### src/rtl/s2p_pkg.sv
// s2p_pkg: shared modulation modes, symbol sizing helper and counter width
// for the serial-to-parallel symbol mapper.
package s2p_pkg;

    typedef enum logic [1:0] {
        MODE_BPSK  = 2'd0,
        MODE_QPSK  = 2'd1,
        MODE_8PSK  = 2'd2,
        MODE_16QAM = 2'd3
    } mode_e;

    localparam int SYM_CNT_W = 16;

    // Bits per symbol for a mode, clamped to the widest symbol the instance holds.
    function automatic int bits_per_sym(input mode_e mode, input int max);
        int bits;
        bits = int'(mode) + 1;
        if (bits > max) begin
            bits = max;
        end
        return bits;
    endfunction

endpackage

### src/rtl/s2p_out_slot.sv
// s2p_out_slot: one-entry valid/ready output register for finished symbols.
// A new symbol may load in the same cycle the current one drains.
module s2p_out_slot
    import s2p_pkg::*;
#(
    parameter int DATA_W = 4,
    parameter int LEN_W  = 3
) (
    input  logic              clk_8megahz,
    input  logic              rst,
    input  logic              load,
    input  logic [DATA_W-1:0] load_data,
    input  logic [LEN_W-1:0]  load_len,
    input  logic              load_padded,
    input  logic              sym_ready,
    output logic [DATA_W-1:0] sym_data,
    output logic [LEN_W-1:0]  sym_len,
    output logic              sym_padded,
    output logic              sym_valid,
    output logic              fire,
    output logic              slot_free
);

    assign fire      = sym_valid && sym_ready;
    assign slot_free = !sym_valid || sym_ready;

    // Capture a finished symbol, or empty the slot once downstream has taken it.
    always_ff @(posedge clk_8megahz) begin
        if (rst) begin
            sym_data   <= '0;
            sym_len    <= '0;
            sym_padded <= 1'b0;
            sym_valid  <= 1'b0;
        end else if (load) begin
            sym_data   <= load_data;
            sym_len    <= load_len;
            sym_padded <= load_padded;
            sym_valid  <= 1'b1;
        end else if (fire) begin
            sym_valid  <= 1'b0;
        end
    end

endmodule

### src/rtl/s2p_mapper.sv
// s2p_mapper: packs a serial bit stream into 1..MAX_BITS-bit symbols chosen
// at run time by mode, splits even-length symbols into I/Q halves, supports
// zero-padded flush of a partial symbol and counts delivered symbols.
module s2p_mapper
    import s2p_pkg::*;
#(
    parameter int MAX_BITS  = 4,
    parameter int MSB_FIRST = 1
) (
    input  logic                             clk_8megahz,
    input  logic                             rst,
    input  logic [1:0]                       mode,
    input  logic                             bit_in,
    input  logic                             bit_valid,
    output logic                             bit_ready,
    input  logic                             flush,
    output logic [MAX_BITS-1:0]              sym_data,
    output logic [MAX_BITS/2-1:0]            sym_i,
    output logic [MAX_BITS/2-1:0]            sym_q,
    output logic [$clog2(MAX_BITS+1)-1:0]    sym_len,
    output logic                             sym_padded,
    output logic                             sym_valid,
    input  logic                             sym_ready,
    output logic [SYM_CNT_W-1:0]             sym_count
);

    localparam int LEN_W = $clog2(MAX_BITS + 1);
    localparam int HALF  = MAX_BITS / 2;

    logic [LEN_W-1:0]    cnt;
    logic [LEN_W-1:0]    len;
    logic [LEN_W-1:0]    cur_len;
    logic [LEN_W-1:0]    cnt_nxt;
    logic [MAX_BITS-1:0] shreg;
    logic [MAX_BITS-1:0] data_nxt;
    logic                flush_pend;
    logic                accept;
    logic                complete;
    logic                flush_req;
    logic                flush_exec;
    logic                load;
    logic                fire;
    logic                slot_free;

    assign bit_ready  = !rst && !flush_pend && slot_free;
    assign accept     = bit_valid && bit_ready;
    assign cur_len    = (cnt == '0) ? LEN_W'(bits_per_sym(mode_e'(mode), MAX_BITS)) : len;
    assign complete   = accept && (cnt_nxt == cur_len);
    assign flush_req  = flush || flush_pend;
    assign flush_exec = flush_req && slot_free && !complete;
    assign load       = complete || (flush_exec && (cnt_nxt != '0));

    // Place an accepted bit into the partial symbol; a fresh symbol starts from all zeros.
    always_comb begin
        data_nxt = (cnt == '0) ? '0 : shreg;
        cnt_nxt  = cnt;
        if (accept) begin
            for (int k = 0; k < MAX_BITS; k++) begin
                if (MSB_FIRST != 0) begin
                    if (k == int'(cur_len) - 1 - int'(cnt)) begin
                        data_nxt[k] = bit_in;
                    end
                end else if (k == int'(cnt)) begin
                    data_nxt[k] = bit_in;
                end
            end
            cnt_nxt = cnt + LEN_W'(1);
        end
    end

    // Fill counter, latched length, partial symbol and deferred flush request.
    always_ff @(posedge clk_8megahz) begin
        if (rst) begin
            cnt        <= '0;
            len        <= '0;
            shreg      <= '0;
            flush_pend <= 1'b0;
        end else begin
            if (accept && (cnt == '0)) begin
                len <= cur_len;
            end
            cnt        <= load ? '0 : cnt_nxt;
            shreg      <= load ? '0 : data_nxt;
            flush_pend <= flush_req && !slot_free;
        end
    end

    s2p_out_slot #(
        .DATA_W (MAX_BITS),
        .LEN_W  (LEN_W)
    ) u_out_slot (
        .clk_8megahz (clk_8megahz),
        .rst         (rst),
        .load        (load),
        .load_data   (data_nxt),
        .load_len    (cur_len),
        .load_padded (!complete),
        .sym_ready   (sym_ready),
        .sym_data    (sym_data),
        .sym_len     (sym_len),
        .sym_padded  (sym_padded),
        .sym_valid   (sym_valid),
        .fire        (fire),
        .slot_free   (slot_free)
    );

    // Count every symbol handed to downstream; wraps silently.
    always_ff @(posedge clk_8megahz) begin
        if (rst) begin
            sym_count <= '0;
        end else if (fire) begin
            sym_count <= sym_count + SYM_CNT_W'(1);
        end
    end

    // Split even-length symbols into right-justified upper (I) and lower (Q) halves.
    always_comb begin
        sym_i = '0;
        sym_q = '0;
        if (sym_len[0] == 1'b0) begin
            for (int k = 0; k < HALF; k++) begin
                if (k < int'(sym_len) / 2) begin
                    sym_q[k] = sym_data[k];
                    for (int j = 0; j < MAX_BITS; j++) begin
                        if (j == int'(sym_len) / 2 + k) begin
                            sym_i[k] = sym_data[j];
                        end
                    end
                end
            end
        end
    end

endmodule

### config.mk
export PLATFORM = sky130hd
export DESIGN_NAME = s2p_mapper
export DESIGN_NICKNAME = d
export VERILOG_FILES = /design/src/rtl/s2p_pkg.sv /design/src/rtl/s2p_out_slot.sv /design/src/rtl/s2p_mapper.sv
export SDC_FILE = /design/constraint.sdc
export NUM_CORES = 1
export LEC_CHECK = 0
export ABC_CLOCK_PERIOD_IN_PS = 6500
export CAP_MARGIN = 20
export CORE_MARGIN = 1.5
export CORE_UTILIZATION = 51
export CTS_CLUSTER_DIAMETER = 200
export DETAILED_ROUTE_END_ITERATION = 8
export GPL_TIMING_DRIVEN = 0
export PLACE_DENSITY = 0.82
export SYNTH_ARGS = -nofsm -noshare
export SYNTH_HDL_FRONTEND = slang
export SYNTH_HIERARCHICAL = 1
export SYNTH_SLANG_ARGS = --single-unit
### constraint.sdc
create_clock -name clk_8megahz -period 6.5 [get_ports clk_8megahz]
set_clock_uncertainty 0.2 [all_clocks]
set_input_delay 0.975 -clock clk_8megahz [delete_from_list [all_inputs] [get_ports clk_8megahz]]
set_output_delay 0.975 -clock clk_8megahz [all_outputs]
set_load 0.03 [all_outputs]
### After elaboration in Yosys (flattened, before gate mapping)

Index checks and enable logic that the tools add are counted.

* register bits after elaboration: 36
* input port bits: 8
* output and inout bits: 30

* add/subtract/negate cells: 6
* magnitude comparators: 3
* equality and inequality tests: 10
* mux-type cells: 25
* reduce and logical (&&, ||, !) cells: 25

Operators by type and width (count)
* logical NOT 32 bit: 3
* == test 2 x 32 -> 1 bit, first input constant: 1
* == test 3 x 32 -> 1 bit, first input constant: 1
* 2-to-1 mux 1 bit: 18
* adder 16 x 1 -> 16 bit, second input constant: 1
* == test 3 x 5 -> 1 bit, first input constant: 2
* logical AND 1 bit: 10
* 2-to-1 mux 3 bit: 3
* 2-to-1 mux 4 bit: 2
* adder 2 x 1 -> 3 bit, second input constant: 2
* == test 2 x 5 -> 1 bit, first input constant: 1
* logical NOT 1 bit: 5
* subtractor 4 x 4 -> 5 bit: 1
* == test 2 bit, first input constant: 2
* less-than comparator 1 x 2 -> 1 bit, first input constant: 2
* 2-to-1 mux 2 bit: 2
* subtractor 3 x 1 -> 4 bit, second input constant: 1
* adder 3 x 1 -> 3 bit, second input constant: 1
* == test 2 x 3 -> 1 bit, first input constant: 1
* == test 3 bit: 1
* greater-than comparator 3 bit, second input constant: 1
* logical NOT 3 bit: 1
* logical OR 1 bit: 3
* nonzero test 3 bit: 1
* 3 further kinds: 3

### Longest topological paths before layout

Gate-level depths: netlist (run 1).

* depth after elaboration: 12
* depth in mapped cells: 16

### By module

Netlist (run 1), hierarchy kept.

By module, submodules not included
* s2p_mapper: times used 1, cells an instance 189, area an instance 1605.3 um2
* s2p_out_slot: times used 1, cells an instance 31, area an instance 327.8 um2

### Least setup slack after synthesis (run 1)

No wires, ideal clock.

* path kind: input-to-reg
* from: input rst
* to: register u_out_slot.sym_len[1]
* arrival: 3.255 ns
* required time: 6.183 ns
* slack: 2.928 ns
* stages: 7
* buffers on the path: 2
* path through: clkbuf_1 nor3b_1 nand2_1 o41ai_4 buf_6 mux2i_1 nor2_1

* cells in the longest elaborated chain, start to end: 11
* elaborated cells on any way between the ends: 12

RTL lines
* from (decl): line s2p_mapper.sv:11 `input logic rst,`
* logical NOT 1 bit (*): line s2p_mapper.sv:45 `assign bit_ready = !rst && !flush_pend && slot_free;`
* logical AND 1 bit (*) (2 in series): line s2p_mapper.sv:45
* via bit_ready: line s2p_mapper.sv:15 `output logic bit_ready,`
* logical AND 1 bit (*): line s2p_mapper.sv:46 `assign accept = bit_valid && bit_ready;`
* 2-to-1 mux 3 bit: line s2p_mapper.sv:57 `if (accept) begin`
* == test 3 bit: line s2p_mapper.sv:48 `assign complete = accept && (cnt_nxt == cur_len);`
* logical AND 1 bit: line s2p_mapper.sv:48
* logical NOT 1 bit: line s2p_mapper.sv:50 `assign flush_exec = flush_req && slot_free && !complete;`
* logical AND 1 bit: line s2p_mapper.sv:50
* logical AND 1 bit: line s2p_mapper.sv:51 `assign load = complete || (flush_exec && (cnt_nxt != '0));`
* logical OR 1 bit (*): line s2p_mapper.sv:51
* via load: line s2p_mapper.sv:41 `logic load;`
* to (signal assigned): line s2p_out_slot.sv:36 `sym_len <= load_len;`
* to (decl): line s2p_out_slot.sv:17 `output logic [LEN_W-1:0] sym_len,`

Mark *: on every way through the listed nets, which the timed path passes. The rest lies on a longest branch.
A chain may end at the register's enable or synchronous reset.

### Worst setup path after layout (run 1)

* from: input rst
* to: output bit_ready

* cells in the longest elaborated chain, start to end: 3

RTL lines (line)
* logical NOT 1 bit: s2p_mapper.sv:45
* logical AND 1 bit (2 in series): s2p_mapper.sv:45
* to (decl): s2p_mapper.sv:15

Every way passes these cells.

==> metrics, run 1 <==
status=complete, no violations; Pre-antenna DRT Iters=4; Synth Area in Adders=6.214%; Rows=22; Warnings, synthesis=6; core area=3661 sq um; Post-CTS Setup Inserts=0; Hold Path Origin=len[1]$_SDFFE_PP0P_; number of top-level pins=38; Yosys top cell by area=dfxtp_1; worst setup path class=in2out; worst ir drop on vdd=0.1313 mV; Critical Path RT=5.32 ns; final setup violating endpoints=0; max_slew headroom=58.02%; DP HPWL=2975 um; clk_lat worst skew=0.29 ns; largest net degree at the start of global routing=13; CTS Buf Count=5; Period minus WS final=3.844 ns; Avg WL per Cell=12.73 um; EDFF count, synth=0; Worst Hold Class=reg2reg; Placement Cell Area=2364 sq um; Post-Syn Nets=approximately 240; RSZ-0062 raised after global routing=no; XOR/XNOR Fraction of Synth Area=9.968%; final wirelength=3985 um; antenna violations before repair=0; GPL Wtd Cong=0.8284; fin area=2451 sq um; Slew Limit Fails=0; RR Startpoint=cnt[0]$_SDFF_PP0_; Setup crit start kind=input pin; Max Clock Freq=~0.26 GHz; Synth Instances=220; number of diodes=0; setup TNS=0 ns; GRT Overall Usage=20.35%; Mapped Area=1933 sq um; vias per cell=5.166; Synth Area in Simple Gates=25.18%; Fin. Hold Viols=0; Post-DRT Antenna Nets=0; Power, Total=507.0 uW; post-synthesis mux area share=8.608%; hold path cells=2; CP Data Arrival Time=2.67 ns; Clock Pin Slew Worst Setup and Hold Paths=0.07 ns; P&R area growth vs syn=26.80%; power per cell area=~210 nW/um^2; main combinational cell family by area after synthesis=simple AND/OR/NAND/NOR gates; Unique masters post-synth=35; H-tree depth=2; fin nets=~280; die area=4169 sq um; Least-Margin Pin Slew=between 0.6 and 0.7 ns; CTS Root Cell=clkbuf_8; total number of vias=roughly 1,600; #FFs+latches synth=36; CTS tree=done; cts repair resizes=0; Critical Path Start=rst; Synth area leaders=dfxtp_1 37%, nor2_1 7.0%, mux2i_1 5.7%; die height=64.57 um; Primary FF master, synth=dfxtp_1; drt drc=0; area share of the largest cell type after synthesis=37.28%; layout cell share with drive strength beyond 1=~8%; worst-path maximum fanout=10; starting density of the core=52.80%; hold buffers post-CTS=0; Compound-Gate Fraction of Synth Area=8.544%; syn_area_per_cell=8.787 sq um; IO Port Bufs=37; clk sink count=36; Initial DRC Count=51; first-pass GRT wire length=6679 um; CP Capture Type=output port; Seq/Total Area, Yosys=37.28%; final period utilization=59.14%; Synth async-reset ratio=0%; Leak=0.9407 nW; clock buffer depth=2; die width=64.57 um; vias in the first global route=1,515; cell count of the worst reg-to-reg path=16; MaxCap Viol Count=0; total overflow reported by the global router=0
metal layers:
metal / vias up / wire [um] / track usage, %
met5: - / 0 / 0
met4: 0 / 40 / 6.915
met3: 6 / 195 / 5.729
met2: 29 / 1943 / 35.03
met1: 741 / 1805 / 24.35
li1: 841 / - / -
metrics by stage:
| step | hold WS (ns) | worst slack (ns) | std cells | utilization (%) |
|---|---|---|---|---|
| after detailed placement | 0.2873 | 2.567 | 305 | 64.56 |
| after CTS | 0.2990 | 2.615 | 313 | 66.95 |
| final | 0.2975 | 2.656 | 313 | 66.95 |
| after global placement | 0.2755 | 2.617 | 305 | 64.56 |
| after global routing | 0.3325 | 2.511 | 313 | 66.95 |
| after floorplan | 0.2676 | 2.928 | 220 | - |
layout make-up:
class | instances | area (sq um)
inverter | 9 | 33.78
clock inverter | 3 | 18.77
fill | 304 | 1210
timing repair buffer | 37 | 370.4
tap | 48 | 60.06
multi-input combinational | 167 | 1131
sequential | 36 | 720.7
buffer | 8 | 47.55
clock buffer | 5 | 68.82
state kept, by name, summed over array words and instances (netlist names):
signal / count
u_out_slot/sym_len: 3
len: 3
cnt: 3
sym_count: 16
flush_pend: 1
u_out_slot/sym_valid: 1
u_out_slot/sym_padded: 1
u_out_slot/sym_data: 4
shreg: 4
path summary, 6_finish.rpt:
check | to | slack (ns)
worst min register to register | len[1]$_SDFFE_PP0P_ | 0.30
worst min-delay path | len[1]$_SDFFE_PP0P_ | 0.30
worst max-delay path | bit_ready | 2.66
worst max register to register | u_out_slot/sym_data[2]$_SDFFE_PP0P_ | 3.29
cells in the final DEF, fill, tap and decap left out, types with 3 or more instances in the layout:
cell type        synthesis  routed
xnor2_1                 12      12
clkbuf_1                 3       3
nand4_1                  9       9
clkbuf_8                 0       5
a21oi_1                  7       7
ha_1                     8       8
dfxtp_1                 36      36
a31o_2                   4       4
and3_1                   5       5
nand3_1                  5       5
xor2_1                  10      10
nor2_1                  36      36
inv_1                    9       9
nor3_1                   8       8
clkdlybuf4s50_1          0      37
nor3b_1                  5       5
a211oi_1                 5       5
nand2_1                 24      24
mux2i_1                 11      11
logic make-up after synthesis:
group | after synthesis
simple gates | 101
mux | 14
compound gates | 21
buf+inv | 17
fa+ha+maj | 9
xor+xnor | 22
flops | 36
report_power, final:
| part | switching, mW | internal [mW] |
|---|---|---|
| registers | 0.00681 | 0.226 |
| clock network | 0.0833 | 0.0746 |
| logic | 0.0669 | 0.0490 |
worst max-delay path, cell delays in order:
cell and delay [ns]:
clkdlybuf4s50_1 0.43, clkbuf_1 0.24, nor3b_1 0.29, clkdlybuf4s50_1 0.73
cells in the mapped netlist, types with 2 or more instances:
master	n
mux2i_4	2
nor2_1	36
nor2b_1	2
a21oi_1	7
buf_6	2
nand2_1	24
a211oi_1	5
dfxtp_1	36
nand3_1	5
nor4bb_1	2
ha_1	8
and3_1	5
o21ai_0	2
nor3b_1	5
mux2i_1	11
xnor2_1	12
a31o_2	4
nor3_1	8
inv_1	9
clkbuf_1	3
xor2_1	10
nand4_1	9
No activity file was read; power rests on OpenSTA's default activity.
==> run 2, diff against run 1 <==
--- a/config.mk
+++ b/config.mk
@@ -5,7 +5,7 @@
 export SDC_FILE = /design/constraint.sdc
 export NUM_CORES = 1
 export LEC_CHECK = 0
-export ABC_CLOCK_PERIOD_IN_PS = 6500
+export ABC_CLOCK_PERIOD_IN_PS = 3800
 export CAP_MARGIN = 20
 export CORE_MARGIN = 1.5
 export CORE_UTILIZATION = 51
==> constraint.sdc (replaced) <==
create_clock -name clk_8megahz -period 3.8 [get_ports clk_8megahz]
set_clock_uncertainty 0.2 [all_clocks]
set_input_delay 0.57 -clock clk_8megahz [delete_from_list [all_inputs] [get_ports clk_8megahz]]
set_output_delay 0.57 -clock clk_8megahz [all_outputs]
set_load 0.03 [all_outputs]
==> results of run 2 <==
The final DEF is identical to that of run 1. Status: complete, no violations.
Among the figures that moved: setup slack after placement 2.567 ns -> 0.2720 ns; setup slack after layout 2.656 ns -> 0.5873 ns; start point of the critical path rst -> cnt[0]$_SDFF_PP0_; end point of the critical path bit_ready -> u_out_slot/sym_data[2]$_SDFFE_PP0P_; register-to-register setup slack 3.29 ns -> 0.59 ns; total power 0.5070 mW -> 0.8673 mW; worst IR drop on VDD 0.1313 mV -> 0.2246 mV
==> run 3, diff against run 2 <==
--- a/config.mk
+++ b/config.mk
@@ -5,7 +5,7 @@
 export SDC_FILE = /design/constraint.sdc
 export NUM_CORES = 1
 export LEC_CHECK = 0
-export ABC_CLOCK_PERIOD_IN_PS = 3800
+export ABC_CLOCK_PERIOD_IN_PS = 3200
 export CAP_MARGIN = 20
 export CORE_MARGIN = 1.5
 export CORE_UTILIZATION = 51
==> constraint.sdc (replaced) <==
create_clock -name clk_8megahz -period 3.2 [get_ports clk_8megahz]
set_clock_uncertainty 0.2 [all_clocks]
set_input_delay 0.48 -clock clk_8megahz [delete_from_list [all_inputs] [get_ports clk_8megahz]]
set_output_delay 0.48 -clock clk_8megahz [all_outputs]
set_load 0.03 [all_outputs]
==> run 3 against run 2 <==
  * Clock-buffer cell count is the same
  * Sequential cell count did not move
  * Final area up 3.0%
  * Final cell count grew 0.96%
  * Die area unchanged
  * Combinational power up 34%
  * Global-route usage up 0.22 points
  * Via count is 2.2% higher
  * Fmax grew 4.7%
  * Critical path depth fell by 2
  * Sequential share of layout area shrank 0.70 points
==> metrics, run 3 (synthesis gave the netlist of run 1 again) <==
vias per cell=5.231 (+1.3%); first-pass GRT wire length=6741 um (+0.93%); CTS tree=done; MaxCap Viol Count=0 (unchanged); Leak=0.9651 nW (+2.6%); clock buffer depth=2 (unchanged); status=complete, no violations; antenna violations before repair=0 (unchanged); starting density of the core=52.80% (unchanged); Avg WL per Cell=13.29 um (+4.4%); sequential share of power=44.7% (-1.3 points); FF-to-FF setup slack=between 0.1 and 0.15 ns; number of top-level pins=38 (unchanged); max reg flops=16 (unchanged); CTS Buf Count=5 (unchanged); Least-Margin Pin Slew=0.6264 ns (-0.001153 ns); CP endpoint=u_out_slot/sym_data[0]$_SDFFE_PP0P_; total number of vias=1,653 (+2.2%); net switching power figure=334.2 uW; Clock Pin Slew Worst Setup and Hold Paths=0.08 ns (about the same); clk sink count=36 (unchanged); clock share of power=30.3% (-0.8 points); max_slew headroom=58.10% (+0.077 points); Pre-antenna DRT Iters=4 (unchanged); worst setup path class=reg2reg; Rows=22 (unchanged); Critical Path Start=cnt[0]$_SDFF_PP0_; P&R area growth vs syn=30.55%; worst ir drop on vdd=0.2736 mV; Buf/Inv on CP=4; Max Clock Freq=0.3258 GHz; Setup crit start kind=flop; vias in the first global route=1,537 (+1.5%); power per cell area=about 420 nW/um^2; final period utilization=95.91%; Initial DRC Count=59 (+16%); die width=64.57 um (unchanged); CP Data Arrival Time=3.05 ns; CP Cell Sequence=inv_1 -> ha_2 -> nor2b_2 -> buf_6 -> mux2i_4 -> inv_2 -> ha_1 -> inv_2 -> fa_2 -> nor3b_2 -> a31o_2 -> nand2_1 -> mux2i_1 -> nor2_1; setup TNS=0 ns (unchanged); Net Sw Frac=31.51%; Int Pwr=726.6 uW; Post-DRT Antenna Nets=0 (unchanged); Worst Hold Class=reg2reg; final wirelength=4201 um (+5.4%); core area=3661 sq um (unchanged); Combinational Power Share=25.1% (+2.2 points); most used cell, CP=inv_2; H-tree depth=2 (unchanged); Critical Path RT=between 3 and 4 ns; RR Startpoint=cnt[0]$_SDFF_PP0_; WP depth=14; GRT Overall Usage=20.58% (+0.22 points); total overflow reported by the global router=0 (unchanged); CTS Root Cell=clkbuf_8; fin nets=284 (+1.1%); DP HPWL=2975 um (unchanged); CP max stage cell=fa_2; Most flops, register=sym_count; CP Capture Type=flop; most frequent cells in the layout=37 x clkdlybuf4s50_1, 35 x nor2_1, 35 x dfxtp_1; RSZ-0062 raised after global routing=yes; Hold Path Origin=len[1]$_SDFFE_PP0P_; commonest non-fill, non-tap cell in the layout=clkdlybuf4s50_1; Fin. Hold Viols=0 (unchanged); reg2reg end=u_out_slot/sym_data[0]$_SDFFE_PP0P_; drt drc=0 (unchanged); cell count of the worst reg-to-reg path=14 (-2); IO Port Bufs=37 (unchanged); worst-path maximum fanout=7; clk_lat worst skew=0.28 ns (about the same); biggest regs=sym_count: 16 flops, shreg: 4 flops, u_out_slot/sym_data: 4 flops; Slew Limit Fails=0 (unchanged); number of diodes=0 (unchanged); Crit path max-delay family=adder cells; filler cell count=297 (-2.3%); die area=4169 sq um (unchanged); fin util=68.93% (+2.0 points); final setup violating endpoints=0 (unchanged); die height=64.57 um (unchanged); GPL Wtd Cong=0.8284 (unchanged); largest net degree at the start of global routing=13 (unchanged); hold buffers post-CTS=0 (unchanged); Period minus WS final=between 3 and 4 ns; largest stage delay on the critical path=0.46 ns; layout cell share with drive strength beyond 1=14.55% (+6.6 points)
run 3: cell types whose count changed in the layout (fill, tap and decap cells not counted), sizes merged:
cell,before,now
buf,4,7
run 3: how the worst min path moves through the flow:
stage | cells after the start | slack, ns | end
floorplan | 2 | 0.27 | len[1]$_SDFFE_PP0P_
global placement | 2 | 0.28 | len[1]$_SDFFE_PP0P_
detailed placement | 2 | 0.29 | len[1]$_SDFFE_PP0P_
CTS | 2 | 0.30 | len[1]$_SDFFE_PP0P_
global route | 2 | 0.33 | u_out_slot/sym_padded$_SDFFE_PP0P_
finish | 2 | 0.30 | len[1]$_SDFFE_PP0P_
run 3: repair_timing:
item | in CTS | in global routing
gates cloned | 0 | 0
setup buffers | 0 | 3
pin swaps | 0 | 1
gates resized for setup | 2 | 14
endpoints found under the setup margin | 3 | 8
run 3: layout make-up:
| class | instances | area [sq um] | share of cell area, % |
|---|---|---|---|
| buffer | 8 | 47.55 | 1.884 |
| clock buffer | 5 | 68.82 | 2.727 |
| clock inverter | 3 | 18.77 | 0.7437 |
| inverter | 9 | 33.78 | 1.339 |
| multi-input combinational | 167 | 1177 | 46.65 |
| sequential | 36 | 724.4 | 28.71 |
| tap | 48 | 60.06 | 2.380 |
| timing repair buffer | 40 | 392.9 | 15.57 |
run 3: worst min-delay path: stages, from the launching register on:
cell,delay [ns]
dfxtp_1,0.34
nand2_1,0.06
a21oi_1,0.06
run 3: metal layers:
metal  routed length [um]  vias up  global-route usage [%]  part of all wire, %
li1                     -      850                       -                    -
met1                 1885      769                   24.35                   45
met5                    0        -                       0                    0
met2                 2073       29                   35.55                   49
met4                   45        0                   7.447                  1.1
met3                  196        5                   5.729                  4.7
run 3: power by group through the flow:
stage	clock, mW	sequential [mW]	combinational (mW)
2_1_floorplan	0	0.495	0.162
3_3_place_gp	0	0.483	0.230
3_5_place_dp	0	0.484	0.235
4_1_cts	0.329	0.473	0.240
5_1_grt	0.346	0.476	0.287
6_report	0.321	0.474	0.266
run 3: through the flow:
step,instance area [sq um],total power [mW],worst slack [ns],instances,hold slack (ns)
after floorplan,1933,0.6579,0.1229,220,0.2676
after global placement,2364,0.7132,-0.1876,305,0.2755
after detailed placement,2364,0.7192,-0.2380,305,0.2873
after CTS,2460,1.043,0.001596,313,0.2990
after global routing,2524,1.108,-0.03581,316,0.3325
final,2524,1.061,0.1309,316,0.2976
